===== src/rtl/seg_disp_pkg.sv =====
// Shared types and constants for the seven-segment display path.
package seg_disp_pkg;

    localparam int BCD_DIGITS = 4;
    localparam int BCD_MAX    = 9999;

    typedef enum logic {
        IDLE,
        SHIFT
    } bcd_state_t;

    typedef logic [3:0] bcd_digit_t;

endpackage


===== src/rtl/bcd_add3.sv =====
// Double-dabble nibble correction: add 3 to any digit of 5 or more.
module bcd_add3
    import seg_disp_pkg::*;
(
    input  bcd_digit_t n,
    output bcd_digit_t y
);

    assign y = (n >= 4'd5) ? n + 4'd3 : n;

endmodule


===== src/rtl/bin_to_bcd_4digit.sv =====
// Sequential binary-to-BCD converter, one bit per clock, saturating at 9999.
module bin_to_bcd_4digit
    import seg_disp_pkg::*;
#(
    parameter int WIDTH = 14
) (
    input  logic             clk,
    input  logic             rst_n,
    input  logic             in_valid,
    output logic             in_ready,
    input  logic [WIDTH-1:0] in_value,
    output logic             busy,
    output logic             out_valid,
    output logic [3:0]       bcd_1,
    output logic [3:0]       bcd_2,
    output logic [3:0]       bcd_3,
    output logic [3:0]       bcd_4,
    output logic             ovf
);

    localparam int W  = 16 + WIDTH;
    localparam int CW = $clog2(WIDTH + 1);

    bcd_state_t     state;
    logic [W-1:0]   work;
    logic [CW-1:0]  cnt;
    logic           ovf_pend;
    logic [13:0]    in14;
    logic           over;
    logic [WIDTH-1:0] op;
    logic [15:0]    fix;
    logic [W-1:0]   nxt;

    assign in14     = 14'(in_value);
    assign over     = in14 > 14'(BCD_MAX);
    assign op       = over ? WIDTH'(BCD_MAX) : in_value;
    assign in_ready = (state == IDLE);
    assign busy     = (state == SHIFT);

    for (genvar i = 0; i < BCD_DIGITS; i++) begin : g_add3
        bcd_add3 u_add3 (
            .n (work[WIDTH + 4*i +: 4]),
            .y (fix[4*i +: 4])
        );
    end

    // Correct every digit, then shift the whole register left by one.
    assign nxt = {fix[14:0], work[WIDTH-1:0], 1'b0};

    always_ff @(posedge clk or negedge rst_n) begin
        if (!rst_n) begin
            state     <= IDLE;
            work      <= '0;
            cnt       <= '0;
            ovf_pend  <= 1'b0;
            out_valid <= 1'b0;
            ovf       <= 1'b0;
            bcd_1     <= '0;
            bcd_2     <= '0;
            bcd_3     <= '0;
            bcd_4     <= '0;
        end else begin
            out_valid <= 1'b0;
            unique case (state)
                IDLE: begin
                    if (in_valid) begin
                        work     <= {16'b0, op};
                        cnt      <= CW'(WIDTH);
                        ovf_pend <= over;
                        state    <= SHIFT;
                    end
                end
                SHIFT: begin
                    work <= nxt;
                    cnt  <= cnt - 1'b1;
                    if (cnt == CW'(1)) begin
                        state     <= IDLE;
                        bcd_1     <= nxt[W-1  -: 4];
                        bcd_2     <= nxt[W-5  -: 4];
                        bcd_3     <= nxt[W-9  -: 4];
                        bcd_4     <= nxt[W-13 -: 4];
                        ovf       <= ovf_pend;
                        out_valid <= 1'b1;
                    end
                end
                default: state <= IDLE;
            endcase
        end
    end

endmodule


===== config.mk =====
export PLATFORM = sky130hd
export DESIGN_NAME = bin_to_bcd_4digit
export DESIGN_NICKNAME = d
export VERILOG_FILES = /design/src/rtl/seg_disp_pkg.sv /design/src/rtl/bcd_add3.sv /design/src/rtl/bin_to_bcd_4digit.sv
export SDC_FILE = /design/constraint.sdc
export NUM_CORES = 1
export LEC_CHECK = 0
export ABC_AREA = 1
export BUFFER_PORTS_ARGS = -buffer_cell sky130_fd_sc_hd__buf_4
export CAP_MARGIN = 20
export CORE_MARGIN = 2
export CORE_UTILIZATION = 40
export CTS_BUF_LIST = sky130_fd_sc_hd__clkbuf_4 sky130_fd_sc_hd__clkbuf_8
export DETAILED_ROUTE_END_ITERATION = 8
export GPL_TIMING_DRIVEN = 0
export SLEW_MARGIN = 25
export SYNTH_ARGS = -nofsm -noshare
export SYNTH_HDL_FRONTEND = slang
export SYNTH_SLANG_ARGS = --single-unit

===== constraint.sdc =====
create_clock -name clk -period 1.5 [get_ports clk]
set_clock_uncertainty 0.15 [all_clocks]
set_input_delay 0.3 -clock clk [delete_from_list [all_inputs] [get_ports clk]]
set_output_delay 0.3 -clock clk [all_outputs]
set_load 0.01 [all_outputs]

==> run_results.csv, run 1 <==
group,metric,value,unit
sta,period_needed,1.46,ns
floorplanning,num_rows,29,
sta,finalSetupViolCount,0,
yosys,synth.area.top_cells,"dfrtp_1 52%, nand2_1 15%, nand3_1 7.4%, ha_1 4.8%, a22oi_1 4.1%",
sta,drv_slew,0,
cts,clock_sinks,54,
yosys,synth_top_family_by_area,"simple AND/OR/NAND/NOR gates",
layout,nFillCells,633,
critical_path,crit_type,"reg2out",
layout,ff_latch_area,1350,µm²
grt,grt_pass1_vias,2036,
routing,drcViolationCount,0,
worst_hold_path,hold_depth,3,
routing,drt-initial-drc-count,71,
placed_design,dpl.hpwl,3810,µm
yosys,yosysWarnings,0,
yosys,ys_seq_elements,54,
floorplanning,ios,37,
yosys,yosysTopAreaCellShare,52.2,%
routing,finalWirelength,5620,µm
grt,track_usage,16.7,%
layout,diodes,0,
placed_design,place_ws,-0.0614,ns
cts,clock-root-buffer,"clkbuf_8",
pwr,ir_drop,0.824,mV
routing,dr.pass1.iters,4,
cts,clock_latency,0.30,ns
yosys,yosys.area_share.xor_xnor,0,%
grt,grt_max_degree,55,
grt,grt_pass1_wl,9530,µm
routing,routedWlPerCell,12.8,µm
critical_path,critPathMaxFanout,4,
yosys,ys_seq_area_share,52.2,%
yosys,yosysUniqueCellTypes,16,
layout,drive_gt1_share,22.9,%
floorplanning,fp.dieW,84.4,µm
routing,via_count,2221,
flow_run,cap_violations,0,
yosys,mappedNetlistNets,338,
worst_hold_path,hold_path_class,"in2reg",
layout,nets,390,
yosys,muxShareOfSynthArea,0,%
critical_path,critPathRequiredTime,1.05,ns
worst_hold_path,min_to,"work[1]",
layout,fin_util,51.1,%
yosys,synth.avg_cell_area,8.32,µm²
cts,cts_tree,"yes",
yosys,synth_simple_gate_area_share,27.4,%
yosys,yosysTopAreaCell,"dfrtp_1",
cts,clk_pin_slew_worst_paths,0.09,ns
routing,ant_nets,0,
yosys,syn_inst,311,
critical_path,cp_data_arrival_time,1.01,ns
pwr,p_per_area,2140,nW/µm²
cts,clock_path_buffers,2,
layout,area_growth,24.6,%
sta,period_share,97.6,%
critical_path,ff2ff_setup_slack,0.05,ns
worst_hold_path,hp-start,"in_value[1]",
grt,antenna_found_initial,0,
critical_path,endpoint_kind,"primary output",
sta,worst_pin_slew,0.682,ns
critical_path,r2r-start,"busy",
layout,multi_input_area,1130,µm²
sta,max_freq,0.683,GHz
yosys,synth-compound-area-share,8.56,%
sta,setup_slack,0.0357,ns
layout,layout_common_cells,"99 x nand2_1, 54 x dfrtp_1, 45 x buf_4",
critical_path,r2r-end,"work[10]",
cts,cts_buffers,5,
yosys,synth_area,2590,µm²
critical_path,critPathLaunchType,"flop",
yosys,synthAdderAreaFrac,4.84,%
routing,routed_via_density,5.05,
grt,overflow,0,
outcome,status,"finished, final reports clean",
critical_path,reg2reg_depth,5,
floorplanning,dieArea,7130,µm²
pwr,power_leakage,1.70,nW
placed_design,gp_congestion,0.801,
sta,hold_viol,0,
placed_design,port_buffers,36,
cts,htreeDepth,2,
sta,slew_headroom,54.5,%
floorplanning,start_util,41.0,%
floorplanning,chipHeight,84.4,µm
layout,layout_commonest_cell,"nand2_1",
floorplanning,core_area,6310,µm²
## how the worst max path moves through the flow
| stage | from | endpoint | slack, ns | cells after the start |
|---|---|---|---|---|
| CTS | busy | in_ready | -0.07 | 3 |
| finish | busy | busy | 0.04 | 2 |
| floorplan | cnt[1] | bcd_1[0] | 0.18 | 7 |
| global placement | cnt[1] | bcd_4[2] | -0.02 | 7 |
| detailed placement | cnt[1] | bcd_4[2] | -0.06 | 7 |
| global route | busy | bcd_2[0] | -0.02 | 7 |
## repair_timing
item / CTS / global route
setup buffers: 3 / 5
setup endpoints to repair: 21 / 42
hold buffers: 1 / 0
gates resized for setup: 8 / 28
endpoints found under the hold margin: 54 / 0
## logic make-up after synthesis
family          count (synthesis)
compound gates                 36
flops                          54
simple gates                  168
buf+inv                        43
fa+ha+maj                      10
## layer usage
layer	vias to the layer above	wire, µm	part of all wire [%]	global-route usage, %
met1	1038	2560	46	22.3
met4	0	63	1.1	5.77
met5	-	0	0	0
met2	52	2740	49	26.8
li1	1125	-	-	-
met3	6	257	4.6	4.23
## power breakdown
group	switching [mW]	internal, mW	leakage (nW)
clock	0.455	0.359	0.0452
combinational	2.01	1.50	0.982
sequential	0.449	2.13	0.677
total	2.91	3.99	1.70
## critical path: stages, from the launching register on
cell and delay, ns:
dfrtp_1 0.43, buf_6 0.15, buf_4 0.14
## cell type report
class | instances | area share (%)
multi-input cells | 214 | 35.2
inverters | 33 | 4.07
repair buffers | 45 | 10.8
clock buffers | 7 | 2.60
plain buffers | 10 | 2.44
flip-flops and latches | 54 | 41.9
well taps | 77 | 2.99
## Yosys cell counts, drive strengths merged
cell	n
a22oi	14
buf	9
clkbuf	1
dfrtp	54
ha	10
inv	33
nand2	104
nand3	38
nand4	10
nor2	16
o21ai	17
o22ai	5
## flip-flops by register name, summed over array words and instances, names as in the netlist
name       count
cnt            4
bcd_1          4
bcd_4          4
work          30
out_valid      1
busy           1
ovf            1
bcd_3          4
ovf_pend       1
bcd_2          4
## stage by stage
step | power (mW) | hold WS, ns | setup TNS, ns | cell area (µm²) | instances
after CTS | 6.63 | 0.0524 | -0.0658 | 3100 | 435
after floorplan | 4.69 | -0.146 | 0 | 2590 | 311
after detailed placement | 5.69 | 0.240 | -0.465 | 2950 | 424
after global placement | 5.60 | 0.238 | -0.156 | 2950 | 424
final | 6.90 | 0.0578 | 0 | 3220 | 440
after global routing | 7.58 | 0.0592 | -0.128 | 3220 | 440
No activity file was read; power rests on OpenSTA's default activity.
==> run 2: changes to the inputs <==
- ABC_AREA: 1 -> 0
- SYNTH_HIERARCHICAL: not set -> 1
==> run_results.csv, run 2 <==
group,metric,value,unit
outcome,status,"complete, but fails checks",
outcome,violations,"negative setup slack",
critical_path,critPathLaunchType,"flop",
floorplanning,dieArea,7260,µm²
cts,clock_latency,0.31,ns
routing,routedWlPerCell,15.4,µm
layout,largest_reg_flops,30,
pwr,ir_drop,0.961,mV
sta,max_freq,0.617,GHz
critical_path,reg2reg_depth,5,
worst_hold_path,hold_path_class,"in2reg",
routing,routed_via_density,5.31,
cts,htreeDepth,2,
sta,hold_slack,0.113,ns
routing,via_count,2016,
worst_hold_path,hp-start,"in_value[5]",
grt,grt_pass1_wl,9790,µm
floorplanning,core_area,6350,µm²
layout,final_cells,380,
layout,layout_common_cells,"52 x dfrtp_1, 50 x buf_4, 18 x nand2_1",
sta,worst_pin_slew,0.702,ns
layout,largest-register,"work",
critical_path,crit_type,"reg2reg",
critical_path,crit_start,"work[14]",
critical_path,critPathRequiredTime,1.60,ns
yosys,synth.avg_cell_area,11.4,µm²
critical_path,cp_data_arrival_time,1.73,ns
routing,drt-initial-drc-count,124,
layout,nets,329,
routing,drcViolationCount,0,
pwr,power_leakage,1.69,nW
sta,period_share,108,%
floorplanning,num_rows,29,
sta,finalSetupViolCount,26,
cts,clock-root-buffer,"clkbuf_8",
floorplanning,ios,37,
layout,drive_gt1_share,49.2,%
placed_design,gp_congestion,0.773,
placed_design,dpl.hpwl,3610,µm
yosys,synth_area,2640,µm²
cts,cts_buffers,5,
sta,rsz0062_at_grt,"yes",
pwr,p_per_area,2160,nW/µm²
sta,slew_headroom,53.2,%
cts,clk_pin_slew_worst_paths,0.10,ns
cts,clock_path_buffers,2,
layout,area_growth,39.4,%
placed_design,port_buffers,35,
critical_path,endpoint_kind,"flop",
placed_design,placed_cells,344,
sta,fin_tns_setup,-2.32,ns
yosys,mappedNetlistNets,259,
cts,cts_tree,"yes",
critical_path,r2r-start,"work[14]",
floorplanning,fp.dieW,85.2,µm
floorplanning,start_util,41.5,%
critical_path,critPathMaxFanout,4,
routing,ant_nets,0,
sta,hold_viol,0,
sta,setup_slack,-0.121,ns
pwr,power,7.93,mW
layout,layout_commonest_cell,"dfrtp_1",
critical_path,ff2ff_setup_slack,-0.12,ns
yosys,yosysWarnings,6,
critical_path,endpoint,"bcd_4[2]",
sta,period_needed,1.62,ns
floorplanning,chipHeight,85.2,µm
grt,overflow,0,
sta,drv_slew,0,
grt,grt_max_degree,55,
routing,dr.pass1.iters,4,
grt,grt_pass1_vias,2040,
cts,clock_sinks,54,
grt,track_usage,17.0,%
grt,antenna_found_initial,0,
routing,finalWirelength,5840,µm
critical_path,r2r-end,"bcd_4[2]",
layout,fin_util,57.9,%
yosys,syn_inst,232,
layout,diodes,0,
flow_run,cap_violations,0,
-- run 2: worst min path at each step --
stage / endpoint / depth (start not counted)
after floorplan: bcd_1[0] / 0
after global placement: bcd_3[1] / 1
after detailed placement: bcd_3[1] / 1
after CTS: work[5] / 3
after global routing: work[5] / 3
final: work[5] / 3
-- run 2: metal layers --
metal  wire [µm]  vias up  global-route usage, %
met5           0        -                      0
met4          61        0                   4.76
met3         153        6                   3.21
met2        2930       34                   28.6
met1        2700     1022                   22.4
li1            -      954                      -
-- run 2: timing repair --
item                       in CTS  in global routing
pin swaps                      16                  7
hold buffers                    1                  0
buffers inserted               20                  7
cloned                          1                  0
gates resized for setup        70                 28
hold endpoints to repair       54                  0
setup endpoints to repair      46                 50
-- run 2: cell type report --
class / count / area, µm²
Timing Repair Buffer: 63 / 533
Fill cell: 536 / 2670
Tap cell: 77 / 96.3
Sequential cell: 54 / 1350
Multi-Input combinational cell: 156 / 1470
Clock buffer: 7 / 90.1
Inverter: 12 / 47.5
Clock inverter: 1 / 5.00
Buffer: 10 / 77.6
-- run 2: metrics by stage --
step,setup WS [ns],cell area (µm²)
after floorplan,-0.244,2660
after global placement,-0.552,3020
after detailed placement,-0.558,3020
after CTS,-0.174,3560
after global routing,-0.190,3680
final,-0.121,3680
-- run 2: critical path, stage by stage (launching register included) --
cell,delay (ns)
dfrtp_1,0.44
ha_2,0.21
nand2b_4,0.15
a21oi_4,0.18
mux2i_2,0.27
mux2_4,0.18
-- run 2: where the power goes --
group / internal (mW) / switching [mW]
Sequential: 2.11 / 0.560
Combinational: 2.57 / 1.84
Clock: 0.392 / 0.463
Total: 5.06 / 2.86
==> run 3: changes to the inputs <==
- BUFFER_PORTS_ARGS: -buffer_cell sky130_fd_sc_hd__buf_4 -> not set
- CAP_MARGIN: 20 -> not set
- CORE_UTILIZATION: 40 -> 57
- DONT_BUFFER_PORTS: not set -> 1
- PLACE_DENSITY: not set -> 0.72
==> run_results.csv, run 3 (synthesis results as in run 2) <==
group,metric,value,unit
layout,diodes,0,
sta,worst_pin_slew,0.389,ns
routing,drt-initial-drc-count,133,
sta,max_freq,0.609,GHz
cts,ctsHoldBuffers,4,
critical_path,crit_type,"reg2reg",
critical_path,critPathLaunchType,"flop",
layout,nets,298,
placed_design,place_ws,-0.526,ns
pwr,ir_drop,0.995,mV
cts,clock_path_buffers,2,
sta,finalSetupViolCount,23,
flow_run,cap_violations,0,
floorplanning,core_area,4410,µm²
routing,ant_nets,0,
sta,slew_headroom,74.0,%
floorplanning,chipHeight,72.0,µm
layout,final_cells,324,
floorplanning,fp.dieW,72.0,µm
grt,grt_pass1_vias,1895,
cts,cts_tree,"yes",
sta,hold_slack,-0.476,ns
pwr,p_seq_share,36.9,%
sta,hold_viol,54,
floorplanning,dieArea,5180,µm²
sta,setup_slack,-0.141,ns
pwr,p_per_area,2260,nW/µm²
critical_path,ff2ff_setup_slack,-0.14,ns
layout,design_area,3420,µm²
sta,period_needed,1.64,ns
critical_path,critPathRequiredTime,1.55,ns
layout,fin_util,77.4,%
sta,drv_slew,0,
cts,htreeDepth,2,
placed_design,dpl.hpwl,3320,µm
grt,grt_pass1_wl,8850,µm
grt,grt_max_degree,55,
layout,layout_common_cells,"51 x dfrtp_1, 20 x buf_4, 19 x nand2_1",
outcome,status,"complete, but fails checks",
pwr,pwr-share-comb,52.0,%
routing,routedWlPerCell,18.1,µm
layout,area_growth,29.6,%
outcome,violations,"negative hold slack, negative setup slack",
placed_design,placed_area,2730,µm²
routing,finalWirelength,5880,µm
placed_design,placed_cells,284,
routing,dr.pass1.iters,4,
floorplanning,ios,37,
critical_path,cp_data_arrival_time,1.69,ns
pwr,power,7.71,mW
grt,antenna_found_initial,0,
routing,via_count,1914,
pwr,power_leakage,1.53,nW
grt,track_usage,22.3,%
layout,drive_gt1_share,44.1,%
cts,cts_buffers,5,
layout,largest_reg_flops,30,
layout,largest-register,"work",
critical_path,crit_start,"cnt[1]",
sta,period_share,109,%
routing,routed_via_density,5.91,
cts,clock_sinks,54,
grt,overflow,0,
critical_path,critPathMaxFanout,5,
floorplanning,start_util,59.7,%
floorplanning,num_rows,24,
placed_design,gp_congestion,0.741,
pwr,swShare,37.4,%
worst_hold_path,hold_path_class,"in2async",
routing,drcViolationCount,0,
critical_path,r2r-start,"cnt[1]",
placed_design,port_buffers,0,
cts,clock-root-buffer,"clkbuf_8",
cts,clock_latency,0.31,ns
pwr,p_sw,2.88,mW
pwr,internal_power,4.83,mW
cts,clk_pin_slew_worst_paths,0.09,ns
layout,layout_commonest_cell,"dfrtp_1",
sta,rsz0062_at_grt,"yes",
pwr,clockPowerShare,11.1,%
critical_path,endpoint_kind,"flop",
[run 3: cell type report]
cell class | instances | area (µm²)
fillers | 256 | 997
inverters | 12 | 47.5
clock buffers | 7 | 90.1
plain buffers | 10 | 78.8
clock inverters | 1 | 5.00
multi-input cells | 156 | 1480
repair buffers | 32 | 294
flip-flops and latches | 54 | 1360
well taps | 52 | 65.1
[run 3: power by group through the flow]
stage	combinational (mW)	sequential, mW	clock (mW)
4_1_cts	3.26	2.79	0.864
5_1_grt	4.33	2.91	0.925
6_report	4.01	2.84	0.852
3_5_place_dp	2.46	2.79	0
3_3_place_gp	2.38	2.77	0
2_1_floorplan	2.10	2.63	0
[run 3: timing repair]
action,4_1_cts,5_1_grt
setup endpoints to repair,48,48
hold endpoints to repair,58,54
setup buffers,17,10
cloned,1,1
pin swaps,9,13
resized for setup,52,42
[run 3: per-stage QoR]
stage	TNS, ns	hold slack [ns]
CTS	-3.59	-0.479
floorplan	-3.07	-0.146
finish	-2.53	-0.476
detailed placement	-13.78	-0.144
global placement	-14.01	-0.144
global route	-3.94	-0.491
[run 3: critical path, cell delays in order (launching register included)]
cell and delay (ns):
dfrtp_1 0.39, inv_2 0.08, ha_4 0.13, nand2_4 0.05, nor3_4 0.14, buf_6 0.14, buf_8 0.13, mux2_4 0.30
[run 3: routing by layer]
| metal | vias to the layer above | track usage, % | part of all wire (%) |
|---|---|---|---|
| met1 | 947 | 29.5 | 43 |
| met3 | 11 | 4.03 | 3.9 |
| met5 | - | 0 | 0 |
| li1 | 896 | - | - |
| met4 | 0 | 6.92 | 1.4 |
| met2 | 60 | 37.6 | 52 |
[run 3: final timing paths]
check / end / depth (start not counted)
worst max-delay path: bcd_1[1] / 7
worst min-delay path: bcd_3[1] / 0
worst max register to register: bcd_1[1] / 7
worst min register to register: work[11] / 2
max in group asynchronous: cnt[0] / 0
min in group clk: ovf_pend / 2
